**src/rtl/stepper_drv_pkg.sv**
```systemverilog
// -----------------------------------------------------------------------------
// stepper_drv_pkg
// Shared types and constants for the multi-channel stepper driver:
//   - per-channel FSM state encoding (IDLE / RUN / DONE)
//   - full-step (wave) and half-step coil pattern tables
//   - phase index width, selected by the HALF_STEP_EN build macro
//   - phase_pattern(): phase index -> 4-bit coil pattern for this build
// Configuration macro: HALF_STEP_EN (defined = 8-entry half-step table,
// undefined = 4-entry full-step table).
// -----------------------------------------------------------------------------
package stepper_drv_pkg;

    typedef enum logic [1:0] {
        ST_IDLE = 2'd0,
        ST_RUN  = 2'd1,
        ST_DONE = 2'd2
    } state_t;

    // Entry [i] is the coil pattern for phase index i.
    localparam logic [3:0][3:0] FULL_TABLE = {
        4'b1000, 4'b0100, 4'b0010, 4'b0001
    };
    localparam logic [7:0][3:0] HALF_TABLE = {
        4'b1001, 4'b1000, 4'b1100, 4'b0100,
        4'b0110, 4'b0010, 4'b0011, 4'b0001
    };

`ifdef HALF_STEP_EN
    localparam int PHASE_W = 3;
`else
    localparam int PHASE_W = 2;
`endif

    // The phase register is exactly as wide as the table index, so phase
    // arithmetic wraps naturally (reverse from 0 lands on the last entry).
    function automatic logic [3:0] phase_pattern(input logic [PHASE_W-1:0] idx);
`ifdef HALF_STEP_EN
        return HALF_TABLE[idx];
`else
        return FULL_TABLE[idx];
`endif
    endfunction

endpackage

```
**src/rtl/multi_stepper_driver_if.sv**
```systemverilog
// -----------------------------------------------------------------------------
// multi_stepper_driver_if
// Control/status bundle between a motion controller (master) and the
// multi-channel stepper driver (slave).
//   start_i  [N_CH]        per-channel start request
//   dir_i    [N_CH]        1 = forward, 0 = reverse (latched on start)
//   steps_i  [N_CH*CNT_W]  step count, ch c = [c*CNT_W +: CNT_W]
//   abort_i  [N_CH]        stop the running move immediately
//   busy_o   [N_CH]        channel is moving
//   done_o   [N_CH]        one-cycle end-of-move pulse
//   signal_o [N_CH*4]      coil drive, ch c = [c*4 +: 4]
// Configuration macro: none used here (HALF_STEP_EN affects the driver only).
// -----------------------------------------------------------------------------
interface multi_stepper_driver_if #(
    parameter int N_CH  = 2,
    parameter int CNT_W = 16
);
    logic [N_CH-1:0]       start_i;
    logic [N_CH-1:0]       dir_i;
    logic [N_CH*CNT_W-1:0] steps_i;
    logic [N_CH-1:0]       abort_i;
    logic [N_CH-1:0]       busy_o;
    logic [N_CH-1:0]       done_o;
    logic [N_CH*4-1:0]     signal_o;

    modport master (
        output start_i, dir_i, steps_i, abort_i,
        input  busy_o, done_o, signal_o
    );

    modport slave (
        input  start_i, dir_i, steps_i, abort_i,
        output busy_o, done_o, signal_o
    );
endinterface

```
**src/rtl/stepper_channel.sv**
```systemverilog
// -----------------------------------------------------------------------------
// stepper_channel
// One independent stepper channel: IDLE/RUN/DONE FSM, step-rate divider,
// remaining-step counter and persistent phase (motor position) register.
//   clk, rst_n  clock, asynchronous active-low reset
//   start_i     start request, honoured only in IDLE
//   dir_i       direction, latched on start (1 = phase+1)
//   steps_i     number of steps, latched on start (0 = immediate done)
//   abort_i     end the move now (a coincident step is still taken)
//   busy_o      high while in RUN
//   done_o      high for the single DONE cycle
//   signal_o    registered coil pattern
// Configuration macro: HALF_STEP_EN selects the half-step table via the package.
// -----------------------------------------------------------------------------
module stepper_channel
    import stepper_drv_pkg::*;
#(
    parameter int STEP_DIV     = 100000,
    parameter int CNT_W        = 16,
    parameter int IDLE_RELEASE = 1
) (
    input  logic             clk,
    input  logic             rst_n,
    input  logic             start_i,
    input  logic             dir_i,
    input  logic [CNT_W-1:0] steps_i,
    input  logic             abort_i,
    output logic             busy_o,
    output logic             done_o,
    output logic [3:0]       signal_o
);

    localparam int DIV_W = $clog2(STEP_DIV);
    localparam logic [DIV_W-1:0] DIV_RELOAD = DIV_W'(STEP_DIV - 1);

    state_t             state_q, state_d;
    logic [DIV_W-1:0]   div_q, div_d;
    logic [CNT_W-1:0]   rem_q, rem_d;
    logic               dir_q, dir_d;
    logic [PHASE_W-1:0] phase_q, phase_d;
    logic [3:0]         sig_q, sig_d;

    // State register.
    // NOTE: sequential state uses non-blocking (<=) so every register samples
    // the pre-edge values; blocking here would create order-dependent races.
    always_ff @(posedge clk or negedge rst_n) begin
        if (!rst_n) begin
            state_q <= ST_IDLE;
            div_q   <= '0;
            rem_q   <= '0;
            dir_q   <= 1'b0;
            phase_q <= '0;
            sig_q   <= 4'b0000;
        end else begin
            state_q <= state_d;
            div_q   <= div_d;
            rem_q   <= rem_d;
            dir_q   <= dir_d;
            phase_q <= phase_d;
            sig_q   <= sig_d;
        end
    end

    // Next-state and datapath logic.
    // NOTE: every signal gets a hold default before the case so that no path
    // leaves it unassigned, which would otherwise infer a latch.
    always_comb begin
        state_d = state_q;
        div_d   = div_q;
        rem_d   = rem_q;
        dir_d   = dir_q;
        phase_d = phase_q;
        unique case (state_q)
            ST_IDLE: begin
                if (start_i) begin
                    if (steps_i != '0) begin
                        state_d = ST_RUN;
                        dir_d   = dir_i;
                        rem_d   = steps_i;
                        div_d   = DIV_RELOAD;
                    end else begin
                        state_d = ST_DONE;
                    end
                end
            end
            ST_RUN: begin
                if (div_q == '0) begin
                    // Step first, so an abort landing on a step edge keeps it.
                    div_d   = DIV_RELOAD;
                    rem_d   = rem_q - 1'b1;
                    phase_d = dir_q ? phase_q + 1'b1 : phase_q - 1'b1;
                    // rem_q is never 0 in RUN, so it cannot underflow.
                    if (rem_q == CNT_W'(1)) begin
                        state_d = ST_DONE;
                    end
                end else begin
                    div_d = div_q - 1'b1;
                end
                if (abort_i) begin
                    state_d = ST_DONE;
                end
            end
            ST_DONE: state_d = ST_IDLE;
            default: state_d = ST_IDLE;
        endcase
    end

    // Outputs. The coil register follows the post-edge phase but is gated by
    // the pre-edge state: the final step pattern stays driven through the
    // DONE cycle, and a zero-step request never energises the coils.
    always_comb begin
        busy_o = (state_q == ST_RUN);
        done_o = (state_q == ST_DONE);
        if (state_q == ST_RUN || IDLE_RELEASE == 0) begin
            sig_d = phase_pattern(phase_d);
        end else begin
            sig_d = 4'b0000;
        end
    end

    assign signal_o = sig_q;

endmodule

```
**src/rtl/multi_stepper_driver.sv**
```systemverilog
// -----------------------------------------------------------------------------
// multi_stepper_driver
// N-channel stepper-motor driver. Each channel runs a programmable move of
// K steps paced by an internal STEP_DIV divider; this level only slices the
// interface buses onto N_CH independent stepper_channel instances.
//   clk, rst_n  clock, asynchronous active-low reset
//   bus         multi_stepper_driver_if.slave (start/dir/steps/abort in,
//               busy/done/coil signal out)
// Parameters: N_CH, STEP_DIV (>=2), CNT_W, IDLE_RELEASE.
// Configuration macro: HALF_STEP_EN (half-step coil sequence when defined).
// -----------------------------------------------------------------------------
module multi_stepper_driver
    import stepper_drv_pkg::*;
#(
    parameter int N_CH         = 2,
    parameter int STEP_DIV     = 100000,
    parameter int CNT_W        = 16,
    parameter int IDLE_RELEASE = 1
) (
    input logic                   clk,
    input logic                   rst_n,
    multi_stepper_driver_if.slave bus
);

    for (genvar c = 0; c < N_CH; c++) begin : g_ch
        stepper_channel #(
            .STEP_DIV     (STEP_DIV),
            .CNT_W        (CNT_W),
            .IDLE_RELEASE (IDLE_RELEASE)
        ) u_channel (
            .clk      (clk),
            .rst_n    (rst_n),
            .start_i  (bus.start_i[c]),
            .dir_i    (bus.dir_i[c]),
            .steps_i  (bus.steps_i[c*CNT_W +: CNT_W]),
            .abort_i  (bus.abort_i[c]),
            .busy_o   (bus.busy_o[c]),
            .done_o   (bus.done_o[c]),
            .signal_o (bus.signal_o[c*4 +: 4])
        );
    end

endmodule

```
**src/flat_wrapper.sv**
```systemverilog
// flat-port wrapper written by rule: the top's interface ports become plain ports
module multi_stepper_driver_flat import stepper_drv_pkg::*;
#(
    parameter int N_CH         = 2,
    parameter int STEP_DIV     = 100000,
    parameter int CNT_W        = 16,
    parameter int IDLE_RELEASE = 1
)
  (clk, rst_n, bus_start_i, bus_dir_i, bus_steps_i, bus_abort_i, bus_busy_o, bus_done_o, bus_signal_o);
  multi_stepper_driver_if #(.N_CH(N_CH), .CNT_W(CNT_W)) bus_i ();
  input logic clk;
  input logic rst_n;
  input wire logic [$bits(bus_i.start_i)-1:0] bus_start_i;
  input wire logic [$bits(bus_i.dir_i)-1:0] bus_dir_i;
  input wire logic [$bits(bus_i.steps_i)-1:0] bus_steps_i;
  input wire logic [$bits(bus_i.abort_i)-1:0] bus_abort_i;
  output wire logic [$bits(bus_i.busy_o)-1:0] bus_busy_o;
  output wire logic [$bits(bus_i.done_o)-1:0] bus_done_o;
  output wire logic [$bits(bus_i.signal_o)-1:0] bus_signal_o;
  assign bus_i.start_i = bus_start_i;
  assign bus_i.dir_i = bus_dir_i;
  assign bus_i.steps_i = bus_steps_i;
  assign bus_i.abort_i = bus_abort_i;
  assign bus_busy_o = bus_i.busy_o;
  assign bus_done_o = bus_i.done_o;
  assign bus_signal_o = bus_i.signal_o;
  multi_stepper_driver #(.N_CH(N_CH), .STEP_DIV(STEP_DIV), .CNT_W(CNT_W), .IDLE_RELEASE(IDLE_RELEASE)) u_core (.clk(clk), .rst_n(rst_n), .bus(bus_i));
endmodule
```
**config.mk**
```make
export PLATFORM = sky130hd
export DESIGN_NAME = multi_stepper_driver_flat
export DESIGN_NICKNAME = d
export VERILOG_FILES = /design/src/rtl/stepper_drv_pkg.sv /design/src/rtl/multi_stepper_driver_if.sv /design/src/rtl/stepper_channel.sv /design/src/rtl/multi_stepper_driver.sv /design/src/flat_wrapper.sv
export SDC_FILE = /design/constraint.sdc
export NUM_CORES = 1
export LEC_CHECK = 0
export BUFFER_PORTS_ARGS = -buffer_cell sky130_fd_sc_hd__buf_4
export CAP_MARGIN = 20
export CELL_PAD_IN_SITES_DETAIL_PLACEMENT = 0
export CELL_PAD_IN_SITES_GLOBAL_PLACEMENT = 1
export CORE_ASPECT_RATIO = 1.2
export CORE_MARGIN = 2
export CORE_UTILIZATION = 45
export DETAILED_ROUTE_END_ITERATION = 16
export PLACE_DENSITY_LB_ADDON = 0.1
export SKIP_LAST_GASP = 1
export SYNTH_ARGS = -nofsm -noshare
export SYNTH_HDL_FRONTEND = slang
export SYNTH_HIERARCHICAL = 1
export SYNTH_SLANG_ARGS = --single-unit
export TNS_END_PERCENT = 5
```
**constraint.sdc**
```tcl
create_clock -name clk -period 2.9 [get_ports clk]
set_clock_uncertainty 0.1 [all_clocks]
set_input_delay 0 -clock clk [delete_from_list [all_inputs] [get_ports clk]]
set_output_delay 0 -clock clk [all_outputs]
set_load 0.02 [all_outputs]
```
==> flow_metrics.tcl <==
set metrics [dict create \
    rrSetupSlack_ps 410 \
    via_per_inst 6.12 \
    synth_seq_area_share 0.420 \
    core_area_mm2 0.0109 \
    worst_pin_slew_ps 685 \
    syn_to_final_growth_pct 24.5 \
    antenna_found_initial 0 \
    p_per_area_mw_per_mm2 785 \
    syn_area_mm2 0.00501 \
    n_antenna_cell 0 \
    total_power_mw 4.89 \
    grt.total_usage 0.240 \
    die_w_um 100 \
    peakVddDrop_v 0.000412 \
    post-route-period-util 0.901 \
    synthArstFlopShare 1.00 \
    drt-total-wl_um 14000 \
    drtIter0Drc 228 \
    grt_pass1_wl_um 22700 \
    synth_top_area_cell "dfrtp_1" \
    dr.pass1.iters 4 \
    grt_max_degree 38 \
    dr_total_vias 4767 \
    crit_type "primary input to flop" \
    syn_inst 560 \
    status "finished, final reports clean" \
    start_util 0.458 \
    hpwl_um 9730 \
    critPathRequiredTime_ps 3030 \
    synth_most_common_cell "dfrtp_1" \
    synth.area.top_cells "dfrtp_1, nor2_1, a21oi_1" \
    worstReg2RegStart "u_core/g_ch[1].u_channel/div_q[4]" \
    cts_sinks 84 \
    crit_path_end_kind "flop" \
    fin_cells 779 \
    fin_area_mm2 0.00623 \
    grt-ovfl-total 0 \
    hold_violations 0 \
    synth_area_per_cell_um2 8.94 \
    drv_slew 0 \
    ioPinCount 52 \
    setup_violations 0 \
    crit_slowest_cell "or4_1" \
    min_from "bus_steps_i[28]" \
    drv_cap 0 \
    hold_ws_ps 9.70 \
    hold_path_depth 4 \
    ys.flop_type "dfrtp_1" \
    max_stage_delay_ps 640 \
    ctsResizeCount 0 \
    die_h_um 120 \
    cts_buffer_depth 2 \
    max_freq_mhz 383 \
    dpl_cell_area_mm2 0.00552 \
    cts_tree "done" \
    finalNetCount 691 \
    numCtsBuffers 9 \
    dp_cells 727 \
    synth_top_area_frac 0.420 \
    gp_congestion 0.979 \
    clk_pin_slew_ps 60 \
    drtAntennaViolNets 0 \
    clkLatencyLatePin_ps 340 \
    placement.io_buffers 51 \
    synth_nets 608 \
    reg2reg_depth 5 \
    path_cells "dlygate4sd3_1 > buf_4 > or4_1 > o41ai_4 > or2_2 > nand2_2 > a22o_1" \
    critPathMaxFanout 12 \
    arrival_ps 2740 \
    h-tree-depth 3 \
    synth-edff-count 0 \
    drc 0 \
    start_kind "primary input" \
    synthTopCellsByCount "dfrtp_1, nor2_1, a21oi_1" \
    cts.root.buffer_cell "clkbuf_16" \
    r2r_end "u_core/g_ch[1].u_channel/rem_q[2]" \
    rsz0062_at_grt "no" \
    hold_path_end "u_core/g_ch[1].u_channel/rem_q[12]" \
    fp-row-count 42 \
    p_leak_nw 2.55 \
    ys_warn_count 6 \
    ys_types 68 \
    die_area_mm2 0.0120 \
    tns_ps 0 \
    post_drt_wl_per_cell_um 17.9 \
    holdCritPathClass "primary input to flop" \
    period_minus_slack_ps 2610 \
    synth-seq-cells 84 \
    drive_gt1_frac 0.158 \
    slew_headroom 0.543 \
    grt_pass1_vias 4580 \
]
==> power by group <==
part	internal [mW]	leakage (nW)	switching, mW
combinational	0.685	1.39	1.02
sequential	1.48	0.987	0.400
clock	0.857	0.168	0.451
total	3.03	2.55	1.87
==> cell type report <==
| class | instances | area, um2 |
|---|---|---|
| well taps | 132 | 165 |
| fillers | 993 | 4700 |
| multi-input cells | 430 | 2710 |
| clock buffers | 10 | 239 |
| repair buffers | 102 | 858 |
| flip-flops and latches | 84 | 2100 |
| inverters | 16 | 60.1 |
| clock inverters | 5 | 100 |
==> through the flow <==
| stage | setup WS, ps | util |
|---|---|---|
| finish | 287 | 0.570 |
| global placement | 493 | 0.505 |
| detailed placement | 419 | 0.505 |
| global route | 152 | 0.570 |
| floorplan | 632 | - |
| CTS | 316 | 0.570 |
==> worst max-delay path, delay by kind of cell <==
family	cells	cell delay, ps
simple gates	3	1220
compound gates	2	830
buf+inv	2	680
==> cells by family after synthesis <==
family / after synthesis / share of synthesized area
AOI/OAI and AO/OA: 163 / 0.217
xor gates and xnor gates: 25 / 0.0437
adders and majority gates: 8 / 0.0200
buffers and inverters: 46 / 0.0392
DFF: 84 / 0.420
muxes: 3 / 0.00625
and+or+nand+nor: 231 / 0.254
==> sequential cells by signal (all words and copies together) (netlist names) <==
register,count
u_core/g_ch.u_channel/phase_q,4
u_core/g_ch.u_channel/div_q,34
u_core/g_ch.u_channel/rem_q,32
u_core/g_ch.u_channel/dir_q,2
u_core/g_ch.u_channel/state_q,4
u_core/g_ch.u_channel/signal_o,8
==> cell usage in the layout (no fill, tap or decap), types with 14 or more instances in the layout <==
| cell type | netlist | routed |
|---|---|---|
| a21oi_1 | 43 | 43 |
| inv_1 | 16 | 16 |
| nor3_1 | 21 | 21 |
| dlygate4sd3_1 | 0 | 37 |
| nor2_1 | 59 | 59 |
| xnor2_1 | 14 | 14 |
| nand3_1 | 14 | 14 |
| o21ai_0 | 26 | 26 |
| a31oi_1 | 14 | 14 |
| dfrtp_1 | 84 | 84 |
| nand2_1 | 31 | 31 |
| buf_4 | 3 | 65 |
| nor4_1 | 23 | 23 |
==> worst max path at each step <==
stage | startpoint | to | slack (ps) | cells after the start
floorplan | u_core/g_ch[1].u_channel/rem_q[0] | u_core/g_ch[1].u_channel/rem_q[14] | 630 | 6
global placement | u_core/g_ch[1].u_channel/div_q[0] | u_core/g_ch[1].u_channel/rem_q[4] | 490 | 7
detailed placement | u_core/g_ch[1].u_channel/div_q[4] | u_core/g_ch[1].u_channel/rem_q[4] | 420 | 5
CTS | bus_steps_i[19] | u_core/g_ch[1].u_channel/rem_q[2] | 320 | 7
global route | bus_steps_i[19] | u_core/g_ch[1].u_channel/rem_q[4] | 150 | 7
finish | bus_steps_i[19] | u_core/g_ch[1].u_channel/rem_q[2] | 290 | 7
==> timing repair <==
item                      4_1_cts  5_1_grt
setup buffers                   0        0
hold buffers                   37        0
hold endpoints to repair       72        0
==> per-layer routing <==
| metal | global-route usage | vias up | part of all wire |
|---|---|---|---|
| met1 | 0.301 | 2334 | 0.43 |
| met4 | 0.107 | 0 | 0.026 |
| met3 | 0.0367 | 25 | 0.043 |
| met5 | 0 | - | 0 |
| met2 | 0.405 | 142 | 0.50 |
| li1 | - | 2266 | - |
Note: power is estimated with default switching activity, not from simulation.
